--- config.mk ---
export PLATFORM = sky130hd
export DESIGN_NAME = mdac_tdm
export DESIGN_NICKNAME = d
export VERILOG_FILES = /design/src/rtl/mdac_tdm_pkg.sv /design/src/rtl/mdac_tdm_mult_sxu_reg.sv /design/src/rtl/mdac_tdm.sv
export SDC_FILE = /design/constraint.sdc
export NUM_CORES = 1
export LEC_CHECK = 0
export CORE_MARGIN = 8
export CORE_UTILIZATION = 52
export CTS_CLUSTER_SIZE = 24
export DETAILED_ROUTE_END_ITERATION = 8
export PLACE_DENSITY = 0.77
export SETUP_SLACK_MARGIN = 0.2
export SLEW_MARGIN = 0
export SYNTH_ARGS = -nofsm -noshare
export SYNTH_HDL_FRONTEND = slang
export SYNTH_SLANG_ARGS = --single-unit
--- constraint.sdc ---
create_clock -name clk -period 4.7 [get_ports clk]
set_clock_uncertainty 0.2 [all_clocks]
set_input_delay 1.175 -clock clk [delete_from_list [all_inputs] [get_ports clk]]
set_output_delay 1.175 -clock clk [all_outputs]
set_load 0.05 [all_outputs]
--- src/rtl/mdac_tdm_pkg.sv ---
// Shared constants for the time-multiplexed signed x unsigned multiplier array:
// default widths, FSM encodings and width helpers.
package mdac_tdm_pkg;

  localparam int DEF_SIG_W    = 12;
  localparam int DEF_COEF_W   = 8;
  localparam int DEF_CHANNELS = 3;
  localparam int DEF_SHIFT    = 4;
  localparam int DEF_OUT_W    = 16;
  localparam int DEF_ROUND    = 0;
  localparam int DEF_SAT      = 0;

  localparam logic [1:0] ST_IDLE    = 2'd0;
  localparam logic [1:0] ST_RUN     = 2'd1;
  localparam logic [1:0] ST_PUBLISH = 2'd2;

  // Working width for formatting: product plus rounding guard bit, widened so
  // the output range and its saturation limits are always representable.
  function automatic int fmt_width(input int prod_w, input int out_w);
    return ((prod_w + 1 > out_w) ? prod_w + 1 : out_w) + 1;
  endfunction

  function automatic int cnt_width(input int n);
    return (n > 1) ? $clog2(n) : 1;
  endfunction

endpackage

--- src/rtl/mdac_tdm_mult_sxu_reg.sv ---
// One-stage registered signed x unsigned multiplier; the unsigned operand is
// zero-extended so the product is a plain signed value of SIG_W+COEF_W bits.
module mult_sxu_reg
  import mdac_tdm_pkg::*;
#(
  parameter int SIG_W  = DEF_SIG_W,
  parameter int COEF_W = DEF_COEF_W
) (
  input  logic                            clk,
  input  logic                            rst_n,
  input  logic                            en,
  input  logic signed [SIG_W-1:0]         sig,
  input  logic        [COEF_W-1:0]        coef,
  output logic signed [SIG_W+COEF_W-1:0]  prod
);

  localparam int PROD_W = SIG_W + COEF_W;

  logic signed [PROD_W-1:0] sig_ext;
  logic signed [PROD_W-1:0] coef_ext;

  assign sig_ext  = PROD_W'(sig);
  assign coef_ext = PROD_W'($signed({1'b0, coef}));

  always_ff @(posedge clk or negedge rst_n) begin
    if (!rst_n) begin
      prod <= '0;
    end else if (en) begin
      prod <= sig_ext * coef_ext;
    end
  end

endmodule

--- src/rtl/mdac_tdm.sv ---
// Snapshots CHANNELS operand pairs on a start strobe, multiplies them one per
// cycle through a shared multiplier and publishes the formatted vector at once.
module mdac_tdm
  import mdac_tdm_pkg::*;
#(
  parameter int SIG_W    = DEF_SIG_W,
  parameter int COEF_W   = DEF_COEF_W,
  parameter int CHANNELS = DEF_CHANNELS,
  parameter int SHIFT    = DEF_SHIFT,
  parameter int OUT_W    = DEF_OUT_W,
  parameter int ROUND    = DEF_ROUND,
  parameter int SAT      = DEF_SAT
) (
  input  logic                         clk,
  input  logic                         rst_n,
  input  logic                         iStart,
  input  logic [CHANNELS*SIG_W-1:0]    iSignal,
  input  logic [CHANNELS*COEF_W-1:0]   iCoef,
  input  logic                         iClrOverrun,
  output logic [CHANNELS*OUT_W-1:0]    oOut,
  output logic                         oValid,
  output logic                         oBusy,
  output logic                         oOverrun
);

  localparam int PROD_W = SIG_W + COEF_W;
  localparam int FMT_W  = fmt_width(PROD_W, OUT_W);
  localparam int CNT_W  = cnt_width(CHANNELS);
  localparam logic [CNT_W-1:0] LAST = CNT_W'(CHANNELS - 1);
  localparam logic signed [FMT_W-1:0] RND_ADD =
    (ROUND != 0 && SHIFT > 0) ? (FMT_W'(1) << ((SHIFT > 0) ? SHIFT - 1 : 0)) : '0;
  localparam logic signed [FMT_W-1:0] MAX_V =
    {{(FMT_W - OUT_W + 1){1'b0}}, {(OUT_W - 1){1'b1}}};
  localparam logic signed [FMT_W-1:0] MIN_V = ~MAX_V;

  logic [1:0]                      state_reg;
  logic [CNT_W-1:0]                cnt_reg;
  logic [CHANNELS*SIG_W-1:0]       sig_snap_reg;
  logic [CHANNELS*COEF_W-1:0]      coef_snap_reg;
  logic                            issue_vld_reg;
  logic [CNT_W-1:0]                issue_idx_reg;
  logic                            done_reg;
  logic [OUT_W-1:0]                shadow_reg [CHANNELS];
  logic [CHANNELS*OUT_W-1:0]       out_reg;
  logic                            valid_reg;
  logic                            busy_reg;
  logic                            overrun_reg;
  logic signed [PROD_W-1:0]        prod;
  logic signed [SIG_W-1:0]         sig_ch  [CHANNELS];
  logic        [COEF_W-1:0]        coef_ch [CHANNELS];
  logic                            run_en;

  for (genvar gi = 0; gi < CHANNELS; gi++) begin : g_unpack
    assign sig_ch[gi]  = sig_snap_reg[gi*SIG_W +: SIG_W];
    assign coef_ch[gi] = coef_snap_reg[gi*COEF_W +: COEF_W];
  end

  assign run_en = (state_reg == ST_RUN);

  mult_sxu_reg #(
    .SIG_W  (SIG_W),
    .COEF_W (COEF_W)
  ) u_mult (
    .clk   (clk),
    .rst_n (rst_n),
    .en    (run_en),
    .sig   (sig_ch[cnt_reg]),
    .coef  (coef_ch[cnt_reg]),
    .prod  (prod)
  );

  // Round, arithmetic shift, then either clamp or wrap to OUT_W bits.
  function automatic logic [OUT_W-1:0] fmt(input logic signed [PROD_W-1:0] p);
    logic signed [FMT_W-1:0] pe;
    logic signed [FMT_W-1:0] r;
    logic signed [FMT_W-1:0] s;
    pe = FMT_W'(p) + RND_ADD;
    r  = pe >>> SHIFT;
    s  = (r > MAX_V) ? MAX_V : ((r < MIN_V) ? MIN_V : r);
    return (SAT != 0) ? s[OUT_W-1:0] : r[OUT_W-1:0];
  endfunction

  always_ff @(posedge clk or negedge rst_n) begin
    if (!rst_n) begin
      issue_vld_reg <= 1'b0;
      issue_idx_reg <= '0;
      done_reg      <= 1'b0;
      for (int k = 0; k < CHANNELS; k++) shadow_reg[k] <= '0;
    end else begin
      issue_vld_reg <= run_en;
      issue_idx_reg <= cnt_reg;
      done_reg      <= issue_vld_reg && (issue_idx_reg == LAST);
      if (issue_vld_reg) shadow_reg[issue_idx_reg] <= fmt(prod);
    end
  end

  always_ff @(posedge clk or negedge rst_n) begin
    if (!rst_n) begin
      state_reg     <= ST_IDLE;
      cnt_reg       <= '0;
      sig_snap_reg  <= '0;
      coef_snap_reg <= '0;
      out_reg       <= '0;
      valid_reg     <= 1'b0;
      busy_reg      <= 1'b0;
      overrun_reg   <= 1'b0;
    end else begin
      valid_reg <= 1'b0;
      case (state_reg)
        ST_IDLE: begin
          if (iStart) begin
            sig_snap_reg  <= iSignal;
            coef_snap_reg <= iCoef;
            cnt_reg       <= '0;
            busy_reg      <= 1'b1;
            state_reg     <= ST_RUN;
          end
        end
        ST_RUN: begin
          if (cnt_reg == LAST) begin
            cnt_reg   <= '0;
            state_reg <= ST_PUBLISH;
          end else begin
            cnt_reg <= cnt_reg + CNT_W'(1);
          end
        end
        ST_PUBLISH: begin
          // done_reg pulses the cycle after the final slot lands in the shadow.
          if (done_reg) begin
            for (int k = 0; k < CHANNELS; k++) out_reg[k*OUT_W +: OUT_W] <= shadow_reg[k];
            valid_reg <= 1'b1;
            busy_reg  <= 1'b0;
            state_reg <= ST_IDLE;
          end
        end
        default: state_reg <= ST_IDLE;
      endcase
      if (iStart && state_reg != ST_IDLE) overrun_reg <= 1'b1;
      else if (iClrOverrun)               overrun_reg <= 1'b0;
    end
  end

  assign oOut     = out_reg;
  assign oValid   = valid_reg;
  assign oBusy    = busy_reg;
  assign oOverrun = overrun_reg;

endmodule

After elaboration in Yosys (flattened, before gate mapping)
Index checks and enable logic that the tools add are counted.

Register bits: 187. Word-level logic and storage cells: 65. Output and inout bits: 51. Input port bits: 64.

Bitwise logic cells: 2. Reduce and logical (&&, ||, !) cells: 13. Multiplexer cells: 23. $mul: 1. Magnitude comparators: 3. Add/sub/neg operators: 1. Eq/ne operators: 7.

Operators with widths (count): $bwmux 48 (1); $demux 16 s2 (1); $bmux 12 s2 (1); $mux 12 (2); $mul 12x9->20 (1); $bmux 8 s2 (1); $mux 16 (1); $mux 8 (2); $mux 2 (5); $reduce_bool 2->1 (4); $eq 2x2->1 const B (3); $ge 3x3->1 const B (2); $mux 1 (6); $not 2->3 (2); $pmux 2 s3 (1); $reduce_and 2->1 (3); $reduce_and 3->1 (2); $ne 2x2->1 const B (2); $pmux 2 s2 (1); $logic_and 1x1->1 (3); $lt 3x1->1 const B (1); $add 2x1->2 const B (1); $eq 2x1->1 const B (1); $logic_not 2->1 (1); other kinds (2) (2).

Longest topological paths before layout
Gate-level depths: netlist of run 1.

Word-level depth: 6. Gate-level depth with buffers: 22. Depth with buffers taken out: 19.

Modules after synthesis
From an unflattened synthesis of run 1, not the netlist that was laid out.

Cells, all modules: 932. Area total of the unflattened synthesis: 11044.3 µm².

By module, submodules not included: mdac_tdm (area an instance 6643.9 µm², instances 1, sequential area each 4179.0 µm², cells an instance 430); mult_sxu_reg (area an instance 4400.5 µm², instances 1, sequential area each 500.5 µm², cells an instance 502).

Worst setup path before layout of run 1
OpenSTA, ideal clock, no wires.

Kind: register to register. Start point: register cnt_reg[1]. End point: register u_mult.prod[15]. Data required time: 4.431 ns. Setup slack: -0.536 ns. Arrival: 4.967 ns. Cell stages (with the launch flop): 20. Cell sequence: dfrtp_1 > buf_2 > buf_4 > mux2i_1 > nor2_1 > a21oi_1 > nor2_1 > fa_1 > fa_1 > fa_1 > inv_1 > fa_1 > inv_1 > ha_1 > buf_6 > and3_4 > nand3_4 > o211a_1 > or4_1 > nand3_1.

Cells in the longest elaborated chain, start to end: 5. Elaborated cells on any way between the ends: 8. Those cells by class: 1 x mul; 6 x mux; 1 x bitwise.

Ends and longest elaborated chain: start, declared (RTL line mdac_tdm.sv:37) `logic [CNT_W-1:0] cnt_reg;`; start signal, assigned (RTL line mdac_tdm.sv:124) `cnt_reg <= cnt_reg + CNT_W'(1);`; $not 2->3 (implied by the code) * (RTL line mdac_tdm.sv:67, mdac_tdm.sv:68); $bmux 12 s2 or $bmux 8 s2 (tied branches) (RTL line mdac_tdm.sv:67, mdac_tdm.sv:68); $mux 12 (implied by the code) or $mux 8 (tied branches) (2 in a row) (RTL line mdac_tdm.sv:67, mdac_tdm.sv:68); $mul 12x9->20 * (RTL line mdac_tdm_mult_sxu_reg.sv:29) `prod <= sig_ext * coef_ext;`; end signal, assigned (RTL line mdac_tdm_mult_sxu_reg.sv:29); end, declared (RTL line mdac_tdm_mult_sxu_reg.sv:14) `output logic signed [SIG_W+COEF_W-1:0] prod`.

Every way passes the cells marked *; elsewhere a longest branch is shown, timed or not. The select of a mux whose other input is x is not followed. A chain may end at the register's enable or synchronous reset.

Worst setup path in the final report of run 1
Ends and elaborated chain as after synthesis.

==> summary.md, run 1 <==
| Metric | Value |
|---|---|
| Synth top area cells | dfrtp_1, fa_1, mux2_2 |
| Fin crit period | 5.11 ns |
| CP Capture Type | flip-flop |
| Antenna diode count | 0 |
| Post-route ant nets | 0 |
| Clk slew on worst S/H paths | 0.07 ns |
| Largest net degree at the start of global routing | 93 |
| Critical Path RT | 4.87 ns |
| Mapped cell area | 0.0107 mm2 |
| Slowest CP cell | fa_1 |
| RSZ-0062 raised after global routing | yes |
| Register area share after synthesis | 0.427 |
| Filler cells | 1496 |
| Post-synth cell types | 57 |
| Hold_buf cts | 0 |
| Remaining DRCs | 0 |
| Clock buffer count from CTS | 17 |
| EDFF count, synth | 0 |
| Cell taking the most area after synthesis | dfrtp_1 |
| Worst Reg-to-Reg Cells | 18 |
| Global-route usage over all layers | 0.192 |
| Vert. Die Dim | 160 um |
| Share of layout cells above drive strength 1 | 0.253 |
| WP data arrival | 5.28 ns |
| Vias in the first global route | 8510 |
| Design area | 0.0139 mm2 |
| Via count | 7883 |
| Starting DRT DRC Count | 392 |
| Most used DFF post-synth | dfrtp_1 |
| Synth Instances | 1046 |
| Setup crit start kind | flip-flop |
| Most used cell, CP | fa_1 |
| Hold slack | 0.269 ns |
| Detailed Route WL | 23300 um |
| CP delay by family, top | adder cells |
| Area Overhead vs Synth | 29.6% |
| DRT Pass-1 Iters | 8 |
| Htree depth | 4 |
| Clk Latency, worst-skew pair | 0.43 ns |
| Number of port buffers | 114 |
| Synth top area share | 0.427 |
| Fin nets | 1436 |
| Cell Count Post-Placement | 1500 |
| Final Non-Filler Cells | 1543 |
| Worst hold stages | 2 |
| Placed inst area | 0.0130 mm2 |
| Rel. slew slack | 0.421 |
| Synth Register Bits | 183 |
| Worst Hold Class | reg2reg |
| Synth warn | 0 |
| Row count | 52 |
| Initial antenna violation count | 0 |
| Worst path depth | 18 |
| Hold Vio Cnt, Final | 0 |
| Worst-Margin Slew | 0.867 ns |
| Critical setup path kind | reg2reg |
| Ys async rst share | 1.00 |
| CTS tree | built |
| Die area | 0.0255 mm2 |
| Final WS setup | -0.414 ns |
| Clock Root Buffer | clkbuf_16 |
| I/O pins | 115 |
| CP Buf/Inv Count | 4 |
| Initial core utilization | 0.530 |
| Max-cap violations | 0 |
| Crit path max fanout | 5 |
| GR Overflow Total | 0 |
| Failing checks | negative setup slack |
| Core region area | 0.0202 mm2 |
| Post-DP HPWL | 17500 um |
| Crit-path cells | buf_4 > mux2i_1 > nor2_1 > a21o_1 > nand2_1 > fa_1 > fa_1 > inv_1 > fa_1 > inv_1 > fa_1 > inv_2 > ha_4 > and3_4 > nand3_4 > o211a_1 > or4_1 > nand3_1 |
| Routability congestion estimate | 0.864 |
| Die W | 160 um |
| DR WL/cell | 15.1 um |
| Final Max Slew Viols | 0 |
| Avg Vias per Cell | 5.11 |
| First-pass GRT wire length | 40900 um |
| Final cycle utilization of the critical path | 1.09 |
| Final Core Density | 0.687 |
| Mean Syn Cell Area | 10.3 um2 |
| Setup violators final | 12 |
| Syn nets | 1222 |
| CP max stage delay | 0.54 ns |
| Status | complete, but fails checks |
| Max Freq | 0.196 GHz |
| CTS Buffer Depth | 2 |
| Clock Sink Count | 183 |
==> layout make-up <==
cell class	count	area [um2]	share of cell area
Multi-Input combinational cell	703	5800	0.417
Sequential cell	183	4580	0.329
Timing Repair Buffer	236	2150	0.155
Inverter	119	447	0.0321
Clock buffer	17	425	0.0306
Tap cell	270	338	0.0243
Clock inverter	15	160	0.0115
==> worst register-to-register path: stages, from the launching register on <==
cell and delay (ns):
dfrtp_1 0.40, buf_4 0.18, mux2i_1 0.13, nor2_1 0.24
a21o_1 0.20, nand2_1 0.11, fa_1 0.54, fa_1 0.51
inv_1 0.06, fa_1 0.53, inv_1 0.05, fa_1 0.54
inv_2 0.05, ha_4 0.28, and3_4 0.21, nand3_4 0.06
o211a_1 0.22, or4_1 0.46, nand3_1 0.07
==> cell usage in the layout, fill, tap and decap left out, types with 3 or more instances in the layout <==
| master | Yosys | layout |
|---|---|---|
| inv_2 | 1 | 10 |
| nand2b_1 | 5 | 5 |
| o21ai_0 | 15 | 11 |
| a21oi_4 | 0 | 3 |
| inv_6 | 0 | 3 |
| ha_1 | 36 | 26 |
| mux2_2 | 93 | 93 |
| clkinv_4 | 0 | 4 |
| o21ai_1 | 4 | 4 |
| a21oi_2 | 0 | 13 |
| buf_6 | 3 | 4 |
| nand2_1 | 262 | 257 |
| o211ai_1 | 5 | 5 |
| buf_4 | 1 | 113 |
| nor3b_2 | 2 | 3 |
| ha_4 | 0 | 8 |
| nand3_1 | 9 | 9 |
| a21o_1 | 17 | 16 |
| nor3_1 | 4 | 4 |
| buf_12 | 0 | 5 |
| nor2_2 | 0 | 4 |
| nand4_1 | 4 | 4 |
| fa_2 | 0 | 6 |
| clkbuf_16 | 0 | 17 |
| nand2_2 | 0 | 5 |
| fa_1 | 76 | 70 |
| nor2_1 | 68 | 64 |
| a211oi_1 | 3 | 3 |
| clkinv_8 | 0 | 3 |
| dfrtp_1 | 183 | 183 |
| clkdlybuf4s50_1 | 0 | 113 |
| xor2_1 | 5 | 5 |
| xnor2_1 | 3 | 3 |
| o21ai_2 | 2 | 5 |
| nand3b_1 | 3 | 3 |
| a21oi_1 | 27 | 11 |
| inv_8 | 0 | 4 |
| inv_1 | 117 | 108 |
| mux2i_1 | 21 | 19 |
==> cells by family after synthesis <==
kind of cell    after synthesis  synth area share
simple gates                373             0.143
flops                       183             0.427
buf+inv                     160            0.0613
mux                         114             0.117
fa+ha+maj                   112             0.184
compound gates               94            0.0576
xor+xnor                     10            0.0107
==> metal layers <==
layer  share of wire  global-route usage  vias up
li1                -                   -     3788
met1            0.45               0.247     3872
met2            0.49               0.315      195
met3           0.049              0.0452       28
met4           0.018              0.0626        0
met5               0                   0        -
==> Yosys cell counts (all sizes together), types with 3 or more instances <==
cell	n
nand3	10
nand2b	5
nand2	262
mux2	93
or2	4
fa	76
inv	118
clkbuf	22
buf	18
a211oi	4
nor3b	4
xor2	5
nor2	68
o2111ai	3
o21ai	21
ha	36
o211ai	5
a21oi	27
nor3	4
and3	3
dfrtp	183
mux2i	21
nand3b	3
o211a	3
xnor2	3
a21o	17
nand4	4
==> final timing paths <==
path,startpoint,to,slack (ns)
setup / recovery,cnt_reg[1],u_mult.prod[15],-0.41
hold / removal,shadow_reg[31],oOut[31],0.27
setup reg to reg,cnt_reg[1],u_mult.prod[15],-0.41
hold reg to reg,shadow_reg[31],oOut[31],0.27
max in group asynchronous,rst_n,oOut[29],2.71
min in group asynchronous,rst_n,shadow_reg[2],0.61
==> through the flow <==
step           setup TNS (ns)  worst slack, ns
3_3_place_gp            -3.27           -0.433
4_1_cts                 -3.22           -0.403
6_report                -3.25           -0.414
5_1_grt                 -6.07           -0.643
3_5_place_dp            -4.82           -0.533
2_1_floorplan           -1.11           -0.269
==> timing repair <==
| action | 4_1_cts | 5_1_grt |
|---|---|---|
| resized for setup | 34 | 16 |
| cloned | 1 | 0 |
| endpoints found under the setup margin | 14 | 14 |
| buffers inserted | 9 | 1 |
| hold endpoints to repair | 0 | 0 |
| pin swaps | 6 | 6 |
Power of run 1 is not shown: default switching activity piles up to over one toggle a cycle in this logic, so the estimate is an artifact.
==> run 2, diff against run 1 <==
--- a/config.mk
+++ b/config.mk
@@ -5,6 +5,7 @@
 export SDC_FILE = /design/constraint.sdc
 export NUM_CORES = 1
 export LEC_CHECK = 0
+export CAP_MARGIN = 10
 export CORE_MARGIN = 8
 export CORE_UTILIZATION = 52
 export CTS_CLUSTER_SIZE = 24
==> results of run 2 <==
No change in the layout: final DEF, timing and power equal those of run 1.
Power of run 2 is left out for the same reason.
